<file path="config.mk">
export PLATFORM = sky130hd
export DESIGN_NAME = pixel_array_ctrl
export DESIGN_NICKNAME = d
export VERILOG_FILES = /design/src/rtl/pixel_ctrl_pkg.sv /design/src/rtl/pixel_adc_counter.sv /design/src/rtl/pixel_array_ctrl.sv
export SDC_FILE = /design/constraint.sdc
export NUM_CORES = 1
export LEC_CHECK = 0
export BUFFER_PORTS_ARGS = -buffer_cell sky130_fd_sc_hd__buf_2
export CORE_MARGIN = 2
export CORE_UTILIZATION = 50
export CTS_CLUSTER_DIAMETER = 100
export DETAILED_ROUTE_END_ITERATION = 7
export PLACE_DENSITY_LB_ADDON = 0.25
export SLEW_MARGIN = 25
export SYNTH_ARGS = -nofsm -noshare
export SYNTH_HDL_FRONTEND = slang
export SYNTH_SLANG_ARGS = --single-unit
</file>
<file path="constraint.sdc">
create_clock -name clk -period 1.96 [get_ports clk]
set_input_delay 0.098 -clock clk [delete_from_list [all_inputs] [get_ports clk]]
set_output_delay 0.098 -clock clk [all_outputs]
set_load 0.005 [all_outputs]
</file>
<file path="src/rtl/pixel_ctrl_pkg.sv">
// Shared constants, FSM state encoding and Gray-code helpers for the
// pixel array controller.
package pixel_ctrl_pkg;

    localparam int DATA_W = 8;
    localparam int N_PIX  = 4;
    localparam int IDX_W  = $clog2(N_PIX);

    typedef enum logic [2:0] {
        S_IDLE,
        S_ERASE,
        S_EXPOSE,
        S_CONVERT,
        S_TURN,
        S_RD_SETTLE,
        S_RD_CAPTURE,
        S_RD_HOLD
    } state_t;

    function automatic logic [DATA_W-1:0] gray_encode(input logic [DATA_W-1:0] bin);
        return bin ^ (bin >> 1);
    endfunction

    // Each binary bit is the XOR of all Gray bits at or above it.
    function automatic logic [DATA_W-1:0] gray_decode(input logic [DATA_W-1:0] gray);
        logic [DATA_W-1:0] bin;
        bin[DATA_W-1] = gray[DATA_W-1];
        for (int i = DATA_W - 2; i >= 0; i--) begin
            bin[i] = bin[i+1] ^ gray[i];
        end
        return bin;
    endfunction

endpackage

</file>
<file path="src/rtl/pixel_adc_counter.sv">
// 8-bit ADC ramp counter with synchronous clear and enable.
// Build option: GRAY_COUNT_EN makes the bus code Gray instead of binary.
module pixel_adc_counter
    import pixel_ctrl_pkg::*;
(
    input  logic              clk,
    input  logic              reset_n,
    input  logic              clr,
    input  logic              en,
    output logic [DATA_W-1:0] count,
    output logic [DATA_W-1:0] code
);

    // NOTE: sequential state uses non-blocking assignments so every register samples pre-edge values.
    always_ff @(posedge clk or negedge reset_n) begin
        if (!reset_n) begin
            count <= '0;
        end else if (clr) begin
            count <= '0;
        end else if (en) begin
            count <= count + DATA_W'(1);
        end
    end

`ifdef GRAY_COUNT_EN
    assign code = gray_encode(count);
`else
    assign code = count;
`endif

endmodule

</file>
<file path="src/rtl/pixel_array_ctrl.sv">
// Frame sequencer and pixel readout engine for the 4-pixel sensor array.
// Build option: GRAY_COUNT_EN selects a Gray-coded ramp and Gray decode on capture.
module pixel_array_ctrl
    import pixel_ctrl_pkg::*;
#(
    parameter int unsigned ERASE_CYCLES  = 5,
    parameter int unsigned EXPOSE_CYCLES = 255
) (
    input  logic              clk,
    input  logic              reset_n,
    input  logic              start,
    output logic              busy,
    output logic              frame_done,
    output logic              erase,
    output logic              expose,
    output logic              convert,
    output logic [N_PIX-1:0]  read,
    output logic [DATA_W-1:0] data_out,
    output logic              data_oe,
    input  logic [DATA_W-1:0] data_in,
    output logic              pix_valid,
    input  logic              pix_ready,
    output logic [DATA_W-1:0] pix_data,
    output logic [IDX_W-1:0]  pix_idx
);

    localparam logic [15:0] ERASE_LAST  = 16'(ERASE_CYCLES - 1);
    localparam logic [15:0] EXPOSE_LAST = 16'(EXPOSE_CYCLES - 1);

    state_t            state, state_next;
    logic [15:0]       phase_cnt;
    logic [IDX_W-1:0]  rd_idx;
    logic [DATA_W-1:0] adc_count;
    logic [DATA_W-1:0] adc_code;
    logic [DATA_W-1:0] cap_data;
    logic              accept;
    logic              last_accept;

    assign accept      = (state == S_RD_HOLD) && pix_ready;
    assign last_accept = accept && (rd_idx == IDX_W'(N_PIX - 1));

    always_ff @(posedge clk or negedge reset_n) begin
        if (!reset_n) begin
            state <= S_IDLE;
        end else begin
            state <= state_next;
        end
    end

    always_comb begin
        // NOTE: next state defaults to the current one so no path through this block infers a latch.
        state_next = state;
        case (state)
            S_IDLE:       if (start) state_next = S_ERASE;
            S_ERASE:      if (phase_cnt == ERASE_LAST) state_next = S_EXPOSE;
            S_EXPOSE:     if (phase_cnt == EXPOSE_LAST) state_next = S_CONVERT;
            S_CONVERT:    if (adc_count == '1) state_next = S_TURN;
            S_TURN:       state_next = S_RD_SETTLE;
            S_RD_SETTLE:  state_next = S_RD_CAPTURE;
            S_RD_CAPTURE: state_next = S_RD_HOLD;
            S_RD_HOLD: begin
                if (last_accept) begin
                    state_next = S_IDLE;
                end else if (accept) begin
                    state_next = S_RD_SETTLE;
                end
            end
            default:      state_next = S_IDLE;
        endcase
    end

    // Phase timer restarts on every state change and only runs during erase/expose.
    always_ff @(posedge clk or negedge reset_n) begin
        if (!reset_n) begin
            phase_cnt <= '0;
        end else if (state_next != state) begin
            phase_cnt <= '0;
        end else if (state == S_ERASE || state == S_EXPOSE) begin
            phase_cnt <= phase_cnt + 16'd1;
        end
    end

    pixel_adc_counter u_adc_counter (
        .clk     (clk),
        .reset_n (reset_n),
        .clr     (state != S_CONVERT),
        .en      (state == S_CONVERT),
        .count   (adc_count),
        .code    (adc_code)
    );

`ifdef GRAY_COUNT_EN
    assign cap_data = gray_decode(data_in);
`else
    assign cap_data = data_in;
`endif

    // NOTE: every register takes the async reset so all outputs clear the moment reset_n falls.
    always_ff @(posedge clk or negedge reset_n) begin
        if (!reset_n) begin
            rd_idx     <= '0;
            pix_data   <= '0;
            pix_idx    <= '0;
            frame_done <= 1'b0;
        end else begin
            frame_done <= last_accept;
            if (state == S_TURN) begin
                rd_idx <= '0;
            end else if (accept) begin
                rd_idx <= rd_idx + IDX_W'(1);
            end
            if (state == S_RD_CAPTURE) begin
                pix_data <= cap_data;
                pix_idx  <= rd_idx;
            end
        end
    end

    assign busy      = (state != S_IDLE);
    assign erase     = (state == S_ERASE);
    assign expose    = (state == S_EXPOSE);
    assign convert   = (state == S_CONVERT);
    assign data_oe   = (state == S_CONVERT);
    assign data_out  = data_oe ? adc_code : '0;
    assign pix_valid = (state == S_RD_HOLD);

    // Strobes are decoded from state, so they can never overlap the CONVERT drive.
    always_comb begin
        read = '0;
        if (state == S_RD_SETTLE || state == S_RD_CAPTURE) begin
            read[rd_idx] = 1'b1;
        end
    end

endmodule

</file>
[Word-level counts from Yosys, hierarchy flattened]
Index checks and enable logic that the tools add are counted.
Word-level totals
  output and inout port bits: 29
  word-level logic and storage cells: 52
  input port bits: 12
  register bits after elaboration: 40
Cells by class
  magnitude comparators: 2
  multiplexer cells: 17
  add/subtract/negate cells: 3
  eq/ne operators: 13
  reduce and logical (&&, ||, !) cells: 10
Operators with widths (number)
  $mux W16: 2
  $mux W8: 3
  $pmux W3 S8: 1
  $mux W3: 6
  $add A16 B1 Y16 const B: 1
  $eq A16 B3 Y1 const B: 1
  $eq A16 B8 Y1 const B: 1
  $eq A3 B3 Y1 const B: 4
  $add A8 B1 Y8 const B: 1
  $eq A8 B8 Y1 const B: 1
  $eq A3 B2 Y1 const B: 2
  $reduce_bool A2 Y1: 3
  $mux W2: 2
  $mux W4: 1
  $eq A3 B1 Y1 const B: 1
  $logic_and A1 B1 Y1: 3
  $logic_not A3 Y1: 1
  $lt A2 B3 Y1 const B: 1
  $ne A3 B2 Y1 const B: 1
  $ne A3 B3 Y1: 1
  $reduce_bool A3 Y1: 1
  $add A2 B1 Y2 const B: 1
  $demux W1 S2: 1
  $eq A2 B2 Y1 const B: 1
  other kinds (3): 4

[Depth between registers and ports, before layout]
  depth after elaboration: 7
  gate-level depth with buffers: 8
  depth with buffers taken out: 7

[Cells and area by module]
A second synthesis with hierarchy kept.
Second synthesis, totals
  cells, all modules: 238
  area total of the unflattened synthesis: 2461.1 um2
By module, submodules not included
  pixel_array_ctrl: area each 2004.4 um2, seq. area each 800.8 um2, instances 1, cells each 193
  pixel_adc_counter: area each 456.7 um2, seq. area each 200.2 um2, instances 1, cells each 45

[Worst setup path before layout]
OpenSTA, ideal clock, no wires.
  path kind: flip-flop to flip-flop
  from: register phase_cnt[0]
  to: register phase_cnt[8]
  data arrival time: 1.539 ns
  path buffers: 1
  data required time: 1.841 ns
  period minus slack after synthesis: 1.658 ns
  library setup time: 0.119 ns
  path slack: 0.302 ns
  cell stages (with the launch flop): 9
  cell sequence: dfrtp_1 inv_1 ha_1 nor4bb_1 nand4_1 nor3b_1 o21bai_4 buf_6 nor2_1
Between the ends
  longest elaborated chain between the ends: 5
  elaborated cells on any way between the ends: 10
  those cells by class: 1 x add/sub; 3 x eq/ne; 5 x mux; 1 x reduce/logical
Ends and longest elaborated chain
  start, declared: RTL line pixel_array_ctrl.sv:31  | logic [15:0] phase_cnt;
  start signal, assigned: RTL line pixel_array_ctrl.sv:79  | phase_cnt <= phase_cnt + 16'd1;
  $eq A16 B8 Y1 or $eq A16 B3 Y1 (tied branches): RTL line pixel_array_ctrl.sv:56, pixel_array_ctrl.sv:55
  $mux W3 (on tied branches): RTL line pixel_array_ctrl.sv:56, pixel_array_ctrl.sv:55
  $pmux W3 S8: RTL line pixel_array_ctrl.sv:53  | case (state)
  $ne A3 B3 Y1: RTL line pixel_array_ctrl.sv:76  | end else if (state_next != state) begin
  $mux W16 or $reduce_bool A2 Y1 (tied branches)
Parallel ways exist; a longest one is shown, timed or not. The select of a mux whose other input is x is not followed.
A chain may end at the register's enable or synchronous reset.

[Worst setup path after layout]
  from: register state[1]
  to: output convert
Between the ends
  longest elaborated chain between the ends: 1
Ends and longest elaborated chain
  start, declared: RTL line pixel_array_ctrl.sv:30  | state_t state, state_next;
  start signal, assigned: RTL line pixel_array_ctrl.sv:46  | state <= state_next;
  $eq A3 B2 Y1: RTL line pixel_array_ctrl.sv:122  | assign convert = (state == S_CONVERT);
  end, declared: RTL line pixel_array_ctrl.sv:16  | output logic convert,
No other way between the ends.

==> results.md <==
* Status: finished clean
* Full die area at 4890 um^2
* Aggregate routed wire length at between 4000 and 5000 um
* Starting Density at between 50 and 60%
* Post-place setup slack at about 0.15 ns
* First-pass GRT wire length at around 7400 um
* PD cells at 1260 nW/um^2
* GR Overflow Total at 0
* Drt wl/cell at approximately 14 um
* CTS tree: yes
* Syn Inst Count at around 220
* Worst Path Required at 1.86 ns
* DR vias at 1698
* Area Overhead vs Synth at 17.9%
* Slew Viols, Final at 0
* Antenna violations before repair at 0
* Sequential share of power at approximately two fifths
* Arr. time, crit path at 1.67 ns
* Most area-consuming cells after synthesis: dfrtp_1 46%, xor2_1 6.5%, nor2_1 5.2%
* Longest Clk Path Bufs at 2
* Placed insts at about 300
* Seq cells post-synth at 40
* Final setup vio count at 0
* Antenna cells at 0
* Setup crit start kind: flip-flop
* Global-route usage over all layers at a little under a fifth
* Fillcell total at between 300 and 400
* RSZ-0062 raised after global routing: false
* H-tree depth at 2
* Share of the synthesized area in the top cell type at 46.1%
* PortBufs at 40
* Via density at 5.42
* Clock share of power at between 15 and 20%
* Worst skew pair latency at around 0.29 ns
* Clock sinks at 40
* Pin count of the biggest net entering global routing at 41
* Ys Warns at 0
* Worst VDD drop at 638 uV
* Worst hold margin at 0.0362 ns
* Switch Pwr at around 0.0012 W
* Final ANT Viol Nets at 0
* Post-synth top area cell: dfrtp_1
* Chip width at around 70 um
* DRT iter0 DRCs at 128
* Slew Limit Headroom at roughly two thirds
* Net Sw Frac at about two fifths
* Residual DRC count at 0
* Clock transition at path regs at around 0.07 ns
* Final nets at 282
* Post-Syn Area per Cell at 10.1 um^2
* Final setup margin at roughly 0.19 ns
* Hold Vio Cnt, Final at 0
* Critical path class: reg2out
* Post-DP HPWL at between 3000 and 4000 um
* Max frequency at 0.565 GHz
* Crit path time final at between 1.5 and 2 ns
* Synth cell types at 37
* Post-route setup TNS at 0 ns
* Ratio of cells with drive above 1 in the final layout at a little over a quarter
* Die span in y at 69.9 um
* Core ar. at approximately 4100 um^2
* Hold crit path type: in2reg
* Final core utilization at 62.7%
* Register area share after synthesis at between 40% and 50%
* Vias in the first global route at about 1600
* Clk_skew at around 0.0031 ns
* Worst-Margin Slew at about 0.5 ns
* I/O pins at 41
* Finished Layout Cells at 313
* Syn nets at 236
* Cell row count at 23
* DRT Pass-1 Iters at 4
* Clock buffer count from CTS at 5
* Logic pwr share at ~45%
* Root Buffer: clkbuf_8
* Critical Path End Type: output port
* Final Wtd Congestion at 0.797
* Synthesized area at 2170 um^2
* Max-cap violations at 0
* Final period utilization at around nine tenths
* Design internal power at between 0.0015 and 0.002 W
* Max FO, Critical Path at 13
* Pleak at ~1.3 nW
[per-layer routing]
layer	vias up	wire length, um	track usage, %
met4	0	60	6.62
li1	841	-	-
met3	6	241	5.05
met5	-	0	0
met1	802	2090	25.7
met2	49	1900	29.1
[power by group through the flow]
stage	Sequential, W	Combinational [W]	Clock, W
detailed placement	0.00125	0.00143	0
finish	0.00123	0.00144	0.000554
global placement	0.00124	0.00141	0
floorplan	0.00116	0.00102	0
CTS	0.00123	0.00144	0.000574
global route	0.00127	0.00162	0.000600
[cells in the final DEF (no fill, tap or decap), types with 2 or more instances in the layout]
master / synthesis / layout
nand2_1: 18 / 18
o21ai_0: 5 / 5
nor3_1: 3 / 3
dfrtp_1: 40 / 40
nor2_1: 30 / 30
and3_1: 16 / 16
mux2_2: 8 / 8
and4_1: 3 / 3
inv_1: 7 / 7
clkbuf_1: 4 / 2
o221ai_1: 2 / 2
nand3_1: 10 / 10
ha_1: 8 / 8
buf_4: 1 / 8
xnor2_1: 6 / 6
nor4_1: 2 / 2
a21oi_1: 3 / 3
nand4_1: 9 / 9
nor2b_1: 3 / 3
a22o_1: 2 / 2
buf_2: 4 / 40
xor2_1: 16 / 16
clkbuf_8: 0 / 6
[final timing paths]
kind | from | to | slack (ns) | depth (start not counted)
worst max-delay path | state[1] | convert | 0.19 | 4
worst min-delay path | data_in[2] | pix_data[2] | 0.04 | 2
worst max register to register | phase_cnt[9] | phase_cnt[2] | 0.19 | 6
worst min register to register | pix_idx[0] | pix_idx[0] | 0.49 | 2
max in group asynchronous | reset_n | pix_data[0] | 1.23 | 3
min in group asynchronous | reset_n | phase_cnt[14] | 0.39 | 3
[cell type report]
class                      instances  area (um^2)  area share (%)
clock buffer                       8         90.1            3.52
inverter                           7         26.3            1.03
multi-input combinational        158         1090            42.6
sequential                        40         1000            39.1
tap                               50         62.6            2.44
timing repair buffer              50          290            11.3
[timing repair]
item | CTS | global route
endpoints found under the setup margin | 0 | 16
gates resized for setup | 0 | 2
hold buffers | 1 | 0
setup buffers | 0 | 1
endpoints found under the hold margin | 40 | 0
[stage by stage]
| step | total power [W] | instance area [um^2] |
|---|---|---|
| floorplan | 0.00218 | 2170 |
| global placement | 0.00265 | 2440 |
| detailed placement | 0.00268 | 2440 |
| CTS | 0.00324 | 2540 |
| global route | 0.00349 | 2560 |
| finish | 0.00323 | 2560 |
[critical path, stage by stage, from the launching register on]
cell and delay, ns:
dfrtp_1 0.63, nor2b_1 0.22, nand2_1 0.22, inv_1 0.17, buf_2 0.13
[Yosys cell counts, drive strengths merged]
| cell | number |
|---|---|
| dfrtp | 40 |
| nor2 | 30 |
| nand2 | 18 |
| and3 | 16 |
| xor2 | 16 |
| nand3 | 10 |
| nand4 | 9 |
| ha | 8 |
| mux2 | 8 |
| buf | 7 |
| inv | 7 |
| xnor2 | 7 |
| o21ai | 5 |
| and4 | 4 |
| clkbuf | 4 |
| a21oi | 3 |
| nor2b | 3 |
| nor3 | 3 |
| nor4 | 3 |
| o221ai | 3 |
| a22o | 2 |
| a31oi | 1 |
| and4b | 1 |
| nand2b | 1 |
| nand3b | 1 |
| nor3b | 1 |
| nor4b | 1 |
| nor4bb | 1 |
| o21bai | 1 |
| o221a | 1 |
| or3 | 1 |
[kinds of logic (layout without fill, tap and decap cells)]
family                   count (synthesis)  count (layout)  synth area share [%]
AND/OR/NAND/NOR                        103             103                  25.5
flip-flops                              40              40                  46.1
XOR/XNOR                                23              23                  9.62
buffers and inverters                   18              65                  4.21
AO/OA/AOI/OAI                           16              16                  5.82
adder cells (fa/ha/maj)                  8               8                  4.61
multiplexers                             8               8                  4.15
[registers in the layout, indices dropped and copies added, names as in the netlist]
name	flops
pix_idx	2
phase_cnt	16
u_adc_counter.code	8
state	3
rd_idx	2
frame_done	1
pix_data	8
Note: power is estimated with default switching activity, not from simulation.
